`src/rtl/hdmi_tmds_period_sequencer.sv`:
```
// HDMI channel back end: delays the pixel/sync/packet stream, inserts preambles
// and guard bands from lookahead history, and encodes each slot into three TMDS symbols.
module hdmi_tmds_period_sequencer #(
   parameter int unsigned PRE_LEN = 8,
   parameter int unsigned GB_LEN  = 2
) (
   input  logic       i_pixclk,
   input  logic       i_resetn,
   input  logic [7:0] i_red,
   input  logic [7:0] i_green,
   input  logic       i_blank,
   input  logic [7:0] i_blue,
   input  logic       i_hSync,
   input  logic       i_vSync,
   input  logic [3:0] i_d0,
   input  logic [3:0] i_d1,
   input  logic [3:0] i_d2,
   input  logic       i_data,
   output logic [9:0] o_tmds0,
   output logic [9:0] o_tmds1,
   output logic [9:0] o_tmds2,
   output logic       o_err
);
   localparam int unsigned LOOK  = PRE_LEN + GB_LEN;
   localparam int unsigned DEPTH = LOOK + 1;
   localparam logic [9:0]  CTL00 = 10'b1101010100;
   localparam logic [9:0]  GB_A  = 10'b1011001100;
   localparam logic [9:0]  GB_B  = 10'b0100110011;

   typedef struct packed {
      logic       blank;
      logic       data;
      logic       hsync;
      logic       vsync;
      logic [7:0] red;
      logic [7:0] green;
      logic [7:0] blue;
      logic [3:0] d0;
      logic [3:0] d1;
      logic [3:0] d2;
   } slot_t;

   localparam slot_t IDLE = '{blank: 1'b1, data: 1'b0, hsync: 1'b0, vsync: 1'b0,
                              red: '0, green: '0, blue: '0, d0: '0, d1: '0, d2: '0};

   typedef enum logic [2:0] {
      P_CTRL, P_VID_PRE, P_VID_GB, P_DI_PRE, P_DI_GB, P_DATA, P_VIDEO
   } period_t;

   slot_t             in_q;
   slot_t             hist [DEPTH];
   slot_t             cur;
   logic [GB_LEN-1:0] past_data;
   logic [4:0]        disp      [3];
   logic [4:0]        disp_next [3];
   logic [9:0]        sym_next  [3];
   logic              di_gb, di_pre, vid_gb, vid_pre, insert, err_hit;
   period_t           period;

   function automatic logic [9:0] ctrl_tok(input logic [1:0] c);
      case (c)
         2'b00:   return 10'b1101010100;
         2'b01:   return 10'b0010101011;
         2'b10:   return 10'b0101010100;
         default: return 10'b1010101011;
      endcase
   endfunction

   function automatic logic [9:0] terc4(input logic [3:0] d);
      case (d)
         4'h0: return 10'b1010011100;  4'h1: return 10'b1001100011;
         4'h2: return 10'b1011100100;  4'h3: return 10'b1011100010;
         4'h4: return 10'b0101110001;  4'h5: return 10'b0100011110;
         4'h6: return 10'b0110001110;  4'h7: return 10'b0100111100;
         4'h8: return 10'b1011001100;  4'h9: return 10'b0100111001;
         4'hA: return 10'b0110011100;  4'hB: return 10'b1011000110;
         4'hC: return 10'b1010001110;  4'hD: return 10'b1001110001;
         4'hE: return 10'b0101100011;  default: return 10'b1011000011;
      endcase
   endfunction

   // Returns {next disparity, symbol} for one DVI 8b/10b video word.
   function automatic logic [14:0] tmds8(input logic [7:0] d, input logic [4:0] cnt);
      int         n1d, n1q, c, c_new;
      logic       use_xnor;
      logic [8:0] qm;
      logic [9:0] sym;
      n1d = 0;
      n1q = 0;
      for (int unsigned i = 0; i < 8; i++) if (d[i]) n1d++;
      use_xnor = (n1d > 4) || (n1d == 4 && !d[0]);
      qm[0] = d[0];
      for (int unsigned i = 1; i < 8; i++)
         qm[i] = use_xnor ? ~(qm[i-1] ^ d[i]) : (qm[i-1] ^ d[i]);
      qm[8] = ~use_xnor;
      for (int unsigned i = 0; i < 8; i++) if (qm[i]) n1q++;
      c = int'($signed(cnt));
      if (c == 0 || n1q == 4) begin
         sym   = {~qm[8], qm[8], qm[8] ? qm[7:0] : ~qm[7:0]};
         c_new = qm[8] ? c + 2 * n1q - 8 : c + 8 - 2 * n1q;
      end else if ((c > 0 && n1q > 4) || (c < 0 && n1q < 4)) begin
         sym   = {1'b1, qm[8], ~qm[7:0]};
         c_new = c + (qm[8] ? 2 : 0) + 8 - 2 * n1q;
      end else begin
         sym   = {1'b0, qm[8], qm[7:0]};
         c_new = c - (qm[8] ? 0 : 2) + 2 * n1q - 8;
      end
      return {c_new[4:0], sym};
   endfunction

   assign cur = hist[DEPTH-1];

   // hist[DEPTH-1] is the slot being encoded; hist[DEPTH-1-i] is i slots ahead of it.
   always_comb begin
      di_gb   = 1'b0;
      di_pre  = 1'b0;
      vid_gb  = 1'b0;
      vid_pre = 1'b0;
      for (int unsigned i = 1; i <= LOOK; i++) begin
         if (i <= GB_LEN) begin
            di_gb  = di_gb  | (hist[DEPTH-1-i].data & ~hist[DEPTH-i].data & hist[DEPTH-1-i].blank);
            vid_gb = vid_gb | (~hist[DEPTH-1-i].blank & hist[DEPTH-i].blank);
         end else begin
            di_pre  = di_pre  | (hist[DEPTH-1-i].data & ~hist[DEPTH-i].data & hist[DEPTH-1-i].blank);
            vid_pre = vid_pre | (~hist[DEPTH-1-i].blank & hist[DEPTH-i].blank);
         end
      end
      di_gb  = di_gb | (~cur.data & (|past_data));
      insert = di_gb | di_pre | vid_gb | vid_pre;
      if (!cur.blank)   period = P_VIDEO;
      else if (cur.data) period = P_DATA;
      else if (di_gb)   period = P_DI_GB;
      else if (di_pre)  period = P_DI_PRE;
      else if (vid_gb)  period = P_VID_GB;
      else if (vid_pre) period = P_VID_PRE;
      else              period = P_CTRL;
      err_hit = (((period == P_VIDEO) || (period == P_DATA)) && insert) || (cur.data && !cur.blank);
   end

   always_comb begin
      sym_next[0]  = ctrl_tok({cur.vsync, cur.hsync});
      sym_next[1]  = CTL00;
      sym_next[2]  = CTL00;
      disp_next[0] = '0;
      disp_next[1] = '0;
      disp_next[2] = '0;
      unique case (period)
         P_VIDEO: begin
            {disp_next[2], sym_next[2]} = tmds8(cur.red,   disp[2]);
            {disp_next[1], sym_next[1]} = tmds8(cur.green, disp[1]);
            {disp_next[0], sym_next[0]} = tmds8(cur.blue,  disp[0]);
         end
         P_DATA: begin
            sym_next[0] = terc4(cur.d0);
            sym_next[1] = terc4(cur.d1);
            sym_next[2] = terc4(cur.d2);
         end
         P_DI_GB: begin
            sym_next[0] = terc4({2'b11, cur.vsync, cur.hsync});
            sym_next[1] = GB_B;
            sym_next[2] = GB_B;
         end
         P_DI_PRE: begin
            sym_next[1] = ctrl_tok(2'b01);
            sym_next[2] = ctrl_tok(2'b01);
         end
         P_VID_GB: begin
            sym_next[0] = GB_A;
            sym_next[1] = GB_B;
            sym_next[2] = GB_A;
         end
         P_VID_PRE: sym_next[1] = ctrl_tok(2'b01);
         default: ;
      endcase
   end

   always_ff @(posedge i_pixclk or negedge i_resetn) begin
      if (!i_resetn) begin
         in_q <= IDLE;
         for (int unsigned i = 0; i < DEPTH; i++) hist[i] <= IDLE;
         past_data <= '0;
         for (int unsigned i = 0; i < 3; i++) disp[i] <= '0;
         o_tmds0 <= CTL00;
         o_tmds1 <= CTL00;
         o_tmds2 <= CTL00;
         o_err   <= 1'b0;
      end else begin
         in_q <= '{blank: i_blank, data: i_data, hsync: i_hSync, vsync: i_vSync,
                   red: i_red, green: i_green, blue: i_blue, d0: i_d0, d1: i_d1, d2: i_d2};
         hist[0] <= in_q;
         for (int unsigned i = 1; i < DEPTH; i++) hist[i] <= hist[i-1];
         past_data[0] <= cur.data;
         for (int unsigned i = 1; i < GB_LEN; i++) past_data[i] <= past_data[i-1];
         for (int unsigned i = 0; i < 3; i++) disp[i] <= disp_next[i];
         o_tmds0 <= sym_next[0];
         o_tmds1 <= sym_next[1];
         o_tmds2 <= sym_next[2];
         o_err   <= o_err | err_hit;
      end
   end
endmodule

```
`config.mk`:
```
export PLATFORM = sky130hd
export DESIGN_NAME = hdmi_tmds_period_sequencer
export DESIGN_NICKNAME = d
export VERILOG_FILES = /design/src/rtl/hdmi_tmds_period_sequencer.sv
export SDC_FILE = /design/constraint.sdc
export NUM_CORES = 1
export LEC_CHECK = 0
export ABC_AREA = 1
export BUFFER_PORTS_ARGS = -buffer_cell sky130_fd_sc_hd__buf_2
export CAP_MARGIN = 5
export CORE_UTILIZATION = 64
export CTS_BUF_LIST = sky130_fd_sc_hd__clkbuf_4
export DETAILED_ROUTE_END_ITERATION = 8
export HOLD_SLACK_MARGIN = 0.08
export PLACE_DENSITY_LB_ADDON = 0.15
export SKIP_LAST_GASP = 1
export SYNTH_ARGS = -nofsm -noshare
export SYNTH_HDL_FRONTEND = slang
export SYNTH_SLANG_ARGS = --single-unit
```
`constraint.sdc`:
```
create_clock -name i_pixclk -period 13.4 [get_ports i_pixclk]
set_input_delay 0.67 -clock i_pixclk [delete_from_list [all_inputs] [get_ports i_pixclk]]
set_output_delay 0.67 -clock i_pixclk [all_outputs]
set_load 0.005 [all_outputs]
```
==> results of run 1 <==
where the power goes:
part           switching [mW]  internal [mW]  total (mW)  leakage, nW
clock network           0.603          0.690        1.29        0.994
registers              0.0683           1.74        1.81         6.10
logic                    2.28           1.33        3.61         5.22
layout by cell type (no fill, tap or decap), types with 8 or more instances in the layout:
cell and n:
inv_2 25, nand3_1 194, fa_1 19, a21oi_1 57, clkinv_1 24, nor2_2 8, nor2_1 102, ha_1 112
or2_2 14, nand2_1 415, dfstp_2 27, clkinv_2 10, dlygate4sd3_1 41, xor2_1 19, nand3_2 14, clkbuf_4 190
nand2_2 44, inv_1 205, nand2_4 23, nand3b_1 23, a31oi_1 16, o21ai_0 43, dfrtp_1 498, nand4_1 12
buf_2 71
layout make-up:
cell class,count,area (sq um),share of cell area
sequential,525,13200,0.540
tap,442,553,0.0227
antenna,4,10.0,0.000410
inverter,234,881,0.0361
clock inverter,38,234,0.00959
clock buffer,190,1430,0.0584
timing repair buffer,117,823,0.0337
multi-input combinational,1200,7310,0.299
how the worst min path moves through the flow:
stage	start	endpoint	slack, ns	cells past startpoint
6_report	hist[333]	hist[293]	0.32	0
5_1_grt	hist[366]	hist[326]	0.33	0
4_1_cts	hist[366]	hist[326]	0.32	0
3_5_place_dp	hist[60]	cur[20]	0.33	0
3_3_place_gp	in_q[25]	hist[425]	0.33	0
2_1_floorplan	hist[40]	cur[0]	0.33	0
through the flow:
step	cells	area [sq um]	setup WS, ns	util
floorplan	1982	21500	3.82	-
global placement	2477	22300	3.33	0.681
detailed placement	2477	22300	2.94	0.681
CTS	2746	24400	2.91	0.744
global route	2750	24400	1.97	0.744
finish	2750	24400	2.88	0.744
per-layer routing:
layer  share of wire  vias up  global-route usage
met4           0.025        0               0.105
met5               0        -                   0
li1                -     6900                   -
met3           0.052       79              0.0533
met1            0.42     6939               0.328
met2            0.50      420               0.429
flip-flops by register name, indices dropped and copies added (netlist names):
register,count
cur,40
o_tmds2,10
disp,12
o_tmds0,10
o_tmds1,10
past_data,2
o_err,1
hist,400
in_q,40
logic make-up (layout without fill, tap and decap cells):
kind of cell               Yosys count  count (layout)
adders and majority gates          131             131
and+or+nand+nor                    873             873
DFF                                525             525
xor gates and xnor gates            30              30
buffers and inverters              257             579
other                                0               4
AOI/OAI and AO/OA                  166             166
repair_timing:
action,in CTS,in global routing
setup buffers,0,0
hold buffers,41,0
endpoints found under the hold margin,158,0
gates resized for setup,0,0
==> metrics.md, run 1 <==
| Metric | Value |
|---|---|
| Fraction of synthesized cell area in xor and xnor cells | `0.0159` |
| Core area | `32800 sq um` |
| Port Buffers | `72` |
| Critical path class | `reg -> reg` |
| Largest fanout on the critical path | `8` |
| Max Root-Sink Buffers | `3` |
| Starting utilization of the core area | `0.655` |
| Cell taking the most area after synthesis | `dfrtp_1` |
| Largest voltage drop on the vdd net | `0.233 mV` |
| Worst Max-Slew Pin Slew | `0.995 ns` |
| Leading cell types by count after synthesis | `dfrtp_1, nand2_1, inv_1` |
| Worst reg2reg setup slack | `2.88 ns` |
| Row count | `66` |
| Top post-synthesis cells by area | `dfrtp_1, nand2_1, ha_1, nand3_1, inv_1` |
| Number of DRC markers in iteration 0 | `1031` |
| Predominant post-synthesis flop cell | `dfrtp_1` |
| Initial antenna violation count | `2` |
| Area share of the largest cell type after synthesis | `0.580` |
| H-tree depth | `3` |
| Post-Route Hold Slack | `0.323 ns` |
| Final global-route overflow total | `0` |
| Sum of net half-perimeters after detailed placement | `27.4 mm` |
| Share of synthesized registers carrying an async set or reset | `1.00` |
| Top-Level Pins | `73` |
| Depth of the critical timing path with buffers and inverters included | `59` |
| Most numerous cell in the Yosys netlist | `dfrtp_1` |
| Class of the tightest hold or removal check | `reg -> reg` |
| Final period utilization | `0.785` |
| CP peak stage delay | `0.51 ns` |
| Headroom to the max-slew limit | `0.332` |
| Die outline height | `185 um` |
| Clock root buffer master | `clkbuf_4` |
| FILL cells | `2210` |
| Global router's overall resource usage | `0.257` |
| Number of nets in the layout | `2372` |
| Number of distinct library cells after synthesis | `62` |
| FF-to-FF End | `disp[4]` |
| Fmax | `95.0 MHz` |
| Clock latency at the later pin of the worst-skew pair | `0.84 ns` |
| Final Hold Fails | `0` |
| Clock period minus worst slack | `10.52 ns` |
| Crit-path leading delay family | `adder cells` |
| Routed Wire Length | `40.8 mm` |
| Gp weighted congestion | `0.929` |
| Via count of the first global-routing pass | `14550` |
| EDFF count, synth | `0` |
| Router iterations before antenna repair | `6` |
| Most frequent cell on the critical path | `ha_1` |
| Die Span X | `185 um` |
| Setup TNS | `0 ns` |
| Layout-stage area growth over the synthesis result | `13.7%` |
| Launching element type of the critical path | `flop` |
| Count of antenna-violating nets left after detailed routing | `0` |
| FF-to-FF Start | `cur[28]` |
| Synth Warn # | `0` |
| Mapped cell area | `21500 sq um` |
| Pin count of the biggest net entering global routing | `196` |
| Fraction of synthesized area in multiplexers | `0` |
| Wire length of the first global-routing pass | `68.6 mm` |
| Combinational family with the most area after synthesis | `simple AND/OR/NAND/NOR gates` |
| Arrival time at the worst endpoint | `11.25 ns` |
| Number of synthesized register bits | `525` |
| Outcome | `complete, no violations` |
| Critical Path Sink | `disp[4]` |
| Power per standard cell area | `275 nW/um^2` |
| Area fraction in compound gates after synthesis | `0.0453` |
| Post-synthesis instance total | `1982` |
| Residual DRC count | `0` |
| Combined buffer and inverter count along the critical path | `10` |
| CTS Sinks | `525` |
| Syn Nets | `2155` |
| Fraction of final layout cells with drive strength greater than 1 | `0.200` |
| RSZ-0062 raised after global routing | `false` |
| Max-slew violation total from the final report | `0` |
| Slowest CP cell | `dfrtp_1` |
| Number of clock buffers inserted by TritonCTS | `121` |
| Max-cap check violation count | `0` |
| Clock skew | `0.0573 ns` |
| Die ar. | `34300 sq um` |
| Average instance area after synthesis | `10.8 sq um` |
| Seq/Total Area, Yosys | `0.613` |
| Required time of the critical path | `14.13 ns` |
| Average vias per placed instance | `5.21` |
| Average detailed-routed wire length per instance | `14.8 um` |
| Clock tree from TritonCTS | `built` |
| Routed via count | `14338` |
| Static Leak | `12.3 nW` |
| Power after layout | `6.72 mW` |
| Final Setup Violations | `0` |
| Basic-gate share of the synthesized area counting and, or, nand and nor cells | `0.196` |
| Worst reg2reg path depth | `59` |
| Adder-cell share of the synthesized area | `0.0830` |
| Endpoint type of the worst setup path | `flop` |
| CTS clk-pin slew, worst paths | `0.08 ns` |
| Launching instance or port of the critical path | `cur[28]` |
No activity file was read; power rests on OpenSTA's default activity.
==> run 2, diff against run 1 <==
Settings changed: CORE_UTILIZATION 64 to 58.
Clock period 13.4 ns to 8.6 ns, I/O delays scaled along.
==> metrics.md, run 2 (same netlist as run 1, synthesis figures left out) <==
| Metric | Value |
|---|---|
| Largest fanout on the critical path | `4 (-4)` |
| Gp weighted congestion | `0.926 (-0.31%)` |
| Crit-path leading delay family | `adder cells` |
| Headroom to the max-slew limit | `0.325 (-0.00680)` |
| FF-to-FF Start | `cur[28]` |
| Wire length of the first global-routing pass | `71.6 mm (+4.4%)` |
| Max Root-Sink Buffers | `3 (unchanged)` |
| Required time of the critical path | `9.28 ns (-4.85 ns)` |
| Fraction of final layout cells with drive strength greater than 1 | `0.304 (+0.104)` |
| Critical path class | `reg -> reg` |
| Area of the multi-input gates | `8360 sq um (+14%)` |
| Sum of net half-perimeters after detailed placement | `27.8 mm (+1.4%)` |
| FILL cells | `2509 (+14%)` |
| Clock period minus worst slack | `8.44 ns (-2.08 ns)` |
| Row count | `70 (+6.1%)` |
| Average detailed-routed wire length per instance | `14.9 um (+0.42%)` |
| Most flops, register | `hist` |
| Final Hold Fails | `0 (unchanged)` |
| Worst Hold Endpoint | `in_q[3]` |
| Arrival time at the worst endpoint | `9.12 ns (-2.13 ns)` |
| Outcome | `complete, no violations` |
| Most frequent cell on the critical path | `ha_4` |
| Clock tree from TritonCTS | `built` |
| Layout-stage area growth over the synthesis result | `23.2%` |
| GRT busiest layer | `met2` |
| Most frequent cells in the layout | `dfrtp_1, nand2_1, clkbuf_4` |
| Met3 track demand over resource in global routing | `0.0432 (-0.0101)` |
| Clock latency at the later pin of the worst-skew pair | `0.84 ns (about the same)` |
| Clock skew | `0.0870 ns (+0.0297 ns)` |
| Post-DP Area | `23300 sq um (+4.2%)` |
| Worst Max-Slew Pin Slew | `1.01 ns (+0.0164 ns)` |
| Class of the tightest hold or removal check | `in -> reg` |
| Routed Wire Length | `43.2 mm (+5.7%)` |
| Met1 Track Usage GR | `0.299 (-0.0292)` |
| Die outline height | `194 um (+5.0%)` |
| Met2 track utilization from global routing | `0.400 (-0.0297)` |
| H-tree depth | `3 (unchanged)` |
| Initial antenna violation count | `2 (unchanged)` |
| CP peak stage delay | `0.44 ns (-0.07 ns)` |
| Number of DRC markers in iteration 0 | `752 (-27%)` |
| Max-cap check violation count | `0 (unchanged)` |
| Router iterations before antenna repair | `7 (+1)` |
| FF-to-FF End | `disp[4]` |
| Flip-flop count of the largest register after layout | `400 (unchanged)` |
| Via count of the first global-routing pass | `15392 (+5.8%)` |
| RSZ-0062 raised after global routing | `true` |
| Routed via count | `14791 (+3.2%)` |
| Endpoint type of the worst setup path | `flop` |
| Utilization after layout | `0.724 (-0.0205)` |
| Combined buffer and inverter count along the critical path | `10 (unchanged)` |
| Starting utilization of the core area | `0.588 (-0.0670)` |
| Final Setup Violations | `0 (unchanged)` |
| Residual DRC count | `0 (unchanged)` |
| Global router's overall resource usage | `0.236 (-0.0209)` |
| Number of nets in the layout | `2496 (+5.2%)` |
| Average vias per placed instance | `5.11 (-2.0%)` |
| Slowest CP cell | `dfrtp_2` |
| Worst reg2reg path depth | `59 (unchanged)` |
| Core area | `36500 sq um (+11%)` |
| Launching element type of the critical path | `flop` |
| Pin count of the biggest net entering global routing | `202 (+3.1%)` |
| Fmax | `118 MHz (+25%)` |
| Die ar. | `37800 sq um (+10%)` |
| Final global-route overflow total | `0 (unchanged)` |
| CTS clk-pin slew, worst paths | `0.06 ns (-0.02 ns)` |
| Startpoint of the lowest-slack hold path | `i_d2[3]` |
| WHS Path Cells | `2 (+2)` |
| Most common library cell in the layout ignoring fill and taps | `dfrtp_1` |
| Port Buffers | `72 (unchanged)` |
| Number of clock buffers inserted by TritonCTS | `118 (-2.5%)` |
| Setup TNS | `0 ns (unchanged)` |
| Die Span X | `194 um (+5.0%)` |
| Top-Level Pins | `73 (unchanged)` |
| Sequential standard cell area | `13200 sq um (about the same)` |
| Count of antenna-violating nets left after detailed routing | `0 (unchanged)` |
| Clock root buffer master | `clkbuf_4` |
| Area of all placed cells without fillers | `26400 sq um (+8.3%)` |
| Max-slew violation total from the final report | `0 (unchanged)` |
| Worst reg2reg setup slack | `0.16 ns (-2.72 ns)` |
| CTS Sinks | `525 (unchanged)` |
| Final period utilization | `0.982 (+0.197)` |
[run 2: cell count changes in the layout (fill, tap and decap cells not counted), moves of 9 or more]
cell      before  now
nand3_2       14   27
ha_4           0   38
inv_4          1   10
inv_1        205  180
ha_1         112   72
nand2_2       44   60
nand3_1      194  178
buf_4          3  125
nand2_1      415  367
inv_2         25   41
nand2_4       23   54
clkbuf_4     190  181
[run 2: worst register-to-register path: cells and delay by family, from the launching register on]
family | cells | cell delay (ns)
AND/OR/NAND/NOR | 26 | 2.35
AO/OA/AOI/OAI | 5 | 0.76
buffers and inverters | 10 | 0.63
flip-flops | 1 | 0.44
adder cells (fa/ha/maj) | 16 | 3.77
XOR/XNOR | 2 | 0.35
[run 2: layout make-up]
type / count / share of cell area
repair buffers: 244 / 0.0679
well taps: 468 / 0.0221
multi-input cells: 1200 / 0.316
flip-flops and latches: 525 / 0.498
clock inverters: 41 / 0.00965
clock buffers: 181 / 0.0514
diodes: 2 / 0.000189
inverters: 234 / 0.0342
[run 2: per-layer routing]
metal | routed length [um] | share of wire | up-vias
met3 | 2010 | 0.047 | 97
met5 | 0 | 0 | -
li1 | - | - | 7144
met4 | 1270 | 0.029 | 0
met1 | 18400 | 0.43 | 7156
met2 | 21500 | 0.50 | 394
[run 2: what timing repair did]
item                                    in CTS  in global routing
pin swaps                                   45                115
hold buffers                                41                  0
endpoints found under the setup margin      10                 29
buffers inserted                            38                 18
endpoints found under the hold margin      136                  0
gates resized for setup                     35                120
[run 2: how the worst max path moves through the flow]
stage	start	endpoint	cells after the start
after global placement	cur[13]	disp[14]	59
final	cur[28]	disp[4]	59
after floorplan	cur[28]	disp[4]	59
after CTS	cur[13]	disp[14]	57
after detailed placement	cur[13]	disp[14]	59
after global routing	cur[21]	disp[9]	63
[run 2: through the flow]
step                      setup WS (ns)  hold WS (ns)  std cells
after floorplan                -0.00342         0.134       1982
after global placement          -0.0327         0.331       2577
after detailed placement         -0.356         0.335       2577
after CTS                      -0.00608         0.155       2878
after global routing             -0.235         0.157       2895
final                             0.156         0.258       2895
Power of run 2 is not shown: default switching activity piles up to over one toggle a cycle in this logic, so the estimate is an artifact.
==> run 3, diff against run 2 <==
Settings changed: RECOVER_POWER from default to 50.
==> metrics.md, run 3 (same netlist as run 1, synthesis figures left out) <==
| Metric | Value |
|---|---|
| Number of nets in the layout | `2496 (unchanged)` |
| Critical Path Sink | `disp[4]` |
| Critical path class | `reg -> reg` |
| Flip-flop count of the largest register after layout | `400 (unchanged)` |
| Starting utilization of the core area | `0.588 (unchanged)` |
| Layout-stage area growth over the synthesis result | `23.1% (about the same)` |
| RSZ-0062 raised after global routing | `true` |
| Clock tree from TritonCTS | `built` |
| Final period utilization | `0.982 (about the same)` |
| FF-to-FF Start | `cur[28]` |
| Fmax | `118 MHz (about the same)` |
| Initial antenna violation count | `2 (unchanged)` |
| Outcome | `complete, but fails checks` |
| Utilization after layout | `0.724 (about the same)` |
| FILL cells | `2512 (+0.12%)` |
| Launching element type of the critical path | `flop` |
| Wire length of the first global-routing pass | `71.6 mm (unchanged)` |
| Launching instance or port of the critical path | `cur[28]` |
| Average detailed-routed wire length per instance | `14.9 um (about the same)` |
| Die ar. | `37800 sq um (unchanged)` |
| Worst Max-Slew Pin Slew | `6.26 ns (+5.24 ns)` |
| Max-cap check violation count | `1 (+1)` |
| Routed via count | `14830 (+0.26%)` |
| H-tree depth | `3 (unchanged)` |
| Fraction of final layout cells with drive strength greater than 1 | `0.299 (-0.00495)` |
| Average vias per placed instance | `5.12 (+0.26%)` |
| Most frequent cells in the layout | `dfrtp_1, nand2_1, clkbuf_4` |
| Headroom to the max-slew limit | `-3.17 (-3.50)` |
| Most frequent cell on the critical path | `ha_4` |
| Worst reg2reg path depth | `59 (unchanged)` |
| Residual DRC count | `0 (unchanged)` |
| Gp weighted congestion | `0.926 (unchanged)` |
| Clock period minus worst slack | `8.45 ns (+0.000946 ns)` |
| Die Span X | `194 um (unchanged)` |
| Violated checks | `max-capacitance violations, max-slew violations` |
| Sum of net half-perimeters after detailed placement | `27.8 mm (unchanged)` |
| Top-Level Pins | `73 (unchanged)` |
| FF-to-FF End | `disp[4]` |
| Number of DRC markers in iteration 0 | `753 (+0.13%)` |
| Core area | `36500 sq um (unchanged)` |
| Final Setup Violations | `0 (unchanged)` |
| Row count | `70 (unchanged)` |
| Router iterations before antenna repair | `5 (-2)` |
| Slowest CP cell | `dfrtp_2` |
| Most common library cell in the layout ignoring fill and taps | `dfrtp_1` |
| Clock latency at the later pin of the worst-skew pair | `0.85 ns (about the same)` |
| Final Hold Fails | `0 (unchanged)` |
| Routed Wire Length | `43.2 mm (about the same)` |
| Max-slew violation total from the final report | `116 (+116)` |
| Endpoint type of the worst setup path | `flop` |
| Clock root buffer master | `clkbuf_4` |
| Worst reg2reg setup slack | `0.15 ns (about the same)` |
| Setup TNS | `0 ns (unchanged)` |
| Class of the tightest hold or removal check | `in -> reg` |
| Port Buffers | `72 (unchanged)` |
| Pin count of the biggest net entering global routing | `202 (unchanged)` |
| Number of clock buffers inserted by TritonCTS | `118 (unchanged)` |
| CTS clk-pin slew, worst paths | `0.06 ns (about the same)` |
| Max Root-Sink Buffers | `3 (unchanged)` |
| Via count of the first global-routing pass | `15392 (unchanged)` |
| Count of antenna-violating nets left after detailed routing | `0 (unchanged)` |
| WHS Path Cells | `2 (unchanged)` |
| Clock skew | `0.0901 ns (+0.00313 ns)` |
| Arrival time at the worst endpoint | `9.12 ns (about the same)` |
| Most flops, register | `hist` |
| Die outline height | `194 um (unchanged)` |
| CP peak stage delay | `0.44 ns (about the same)` |
| Required time of the critical path | `9.28 ns (about the same)` |
| Global router's overall resource usage | `0.236 (unchanged)` |
| Largest fanout on the critical path | `4 (unchanged)` |
| CTS Sinks | `525 (unchanged)` |
| Final global-route overflow total | `0 (unchanged)` |
-- run 3: cell type report --
cell class              count  area [sq um]  share of cell area
diodes                      2          5.00            0.000189
clock buffers             181          1360              0.0514
clock inverters            41           255             0.00966
inverters                 234           903              0.0342
multi-input cells        1200          8360               0.316
flip-flops and latches    525         13200               0.499
well taps                 468           586              0.0222
repair buffers            244          1780              0.0675
-- run 3: layer usage --
metal  wire, um  global-route usage
met3       1970              0.0432
met5          0                   0
met2      21500               0.400
met4       1300               0.102
met1      18400               0.299
-- run 3: worst max-delay path, delay by kind of cell, from the launching register on --
kind	cells	cell delay, ns
buf+inv	10	0.62
flops	1	0.44
xor+xnor	2	0.35
simple gates	26	2.34
fa+ha+maj	16	3.77
compound gates	5	0.76
-- run 3: how the worst min path moves through the flow --
stage,start,to
after floorplan,i_resetn,cur[0]
after global placement,hist[171],hist[131]
after detailed placement,hist[52],cur[12]
after CTS,i_red[7],in_q[35]
after global routing,i_red[3],in_q[31]
final,i_d2[3],in_q[3]
-- run 3: what timing repair did --
item | in CTS | in global routing
setup endpoints to repair | 10 | 29
hold buffers | 41 | 0
buffers inserted | 38 | 18
endpoints found under the hold margin | 136 | 0
resized for setup | 35 | 120
pin swaps | 45 | 115
-- run 3: through the flow --
step / cells / area, sq um / worst slack, ns / hold slack (ns)
2_1_floorplan: 1982 / 21800 / -0.00342 / 0.134
3_3_place_gp: 2577 / 23300 / -0.0327 / 0.331
3_5_place_dp: 2577 / 23300 / -0.356 / 0.335
4_1_cts: 2878 / 25700 / -0.00608 / 0.155
5_1_grt: 2895 / 26400 / -0.235 / 0.157
6_report: 2895 / 26400 / 0.155 / 0.261
Power of run 3 is left out for the same reason.
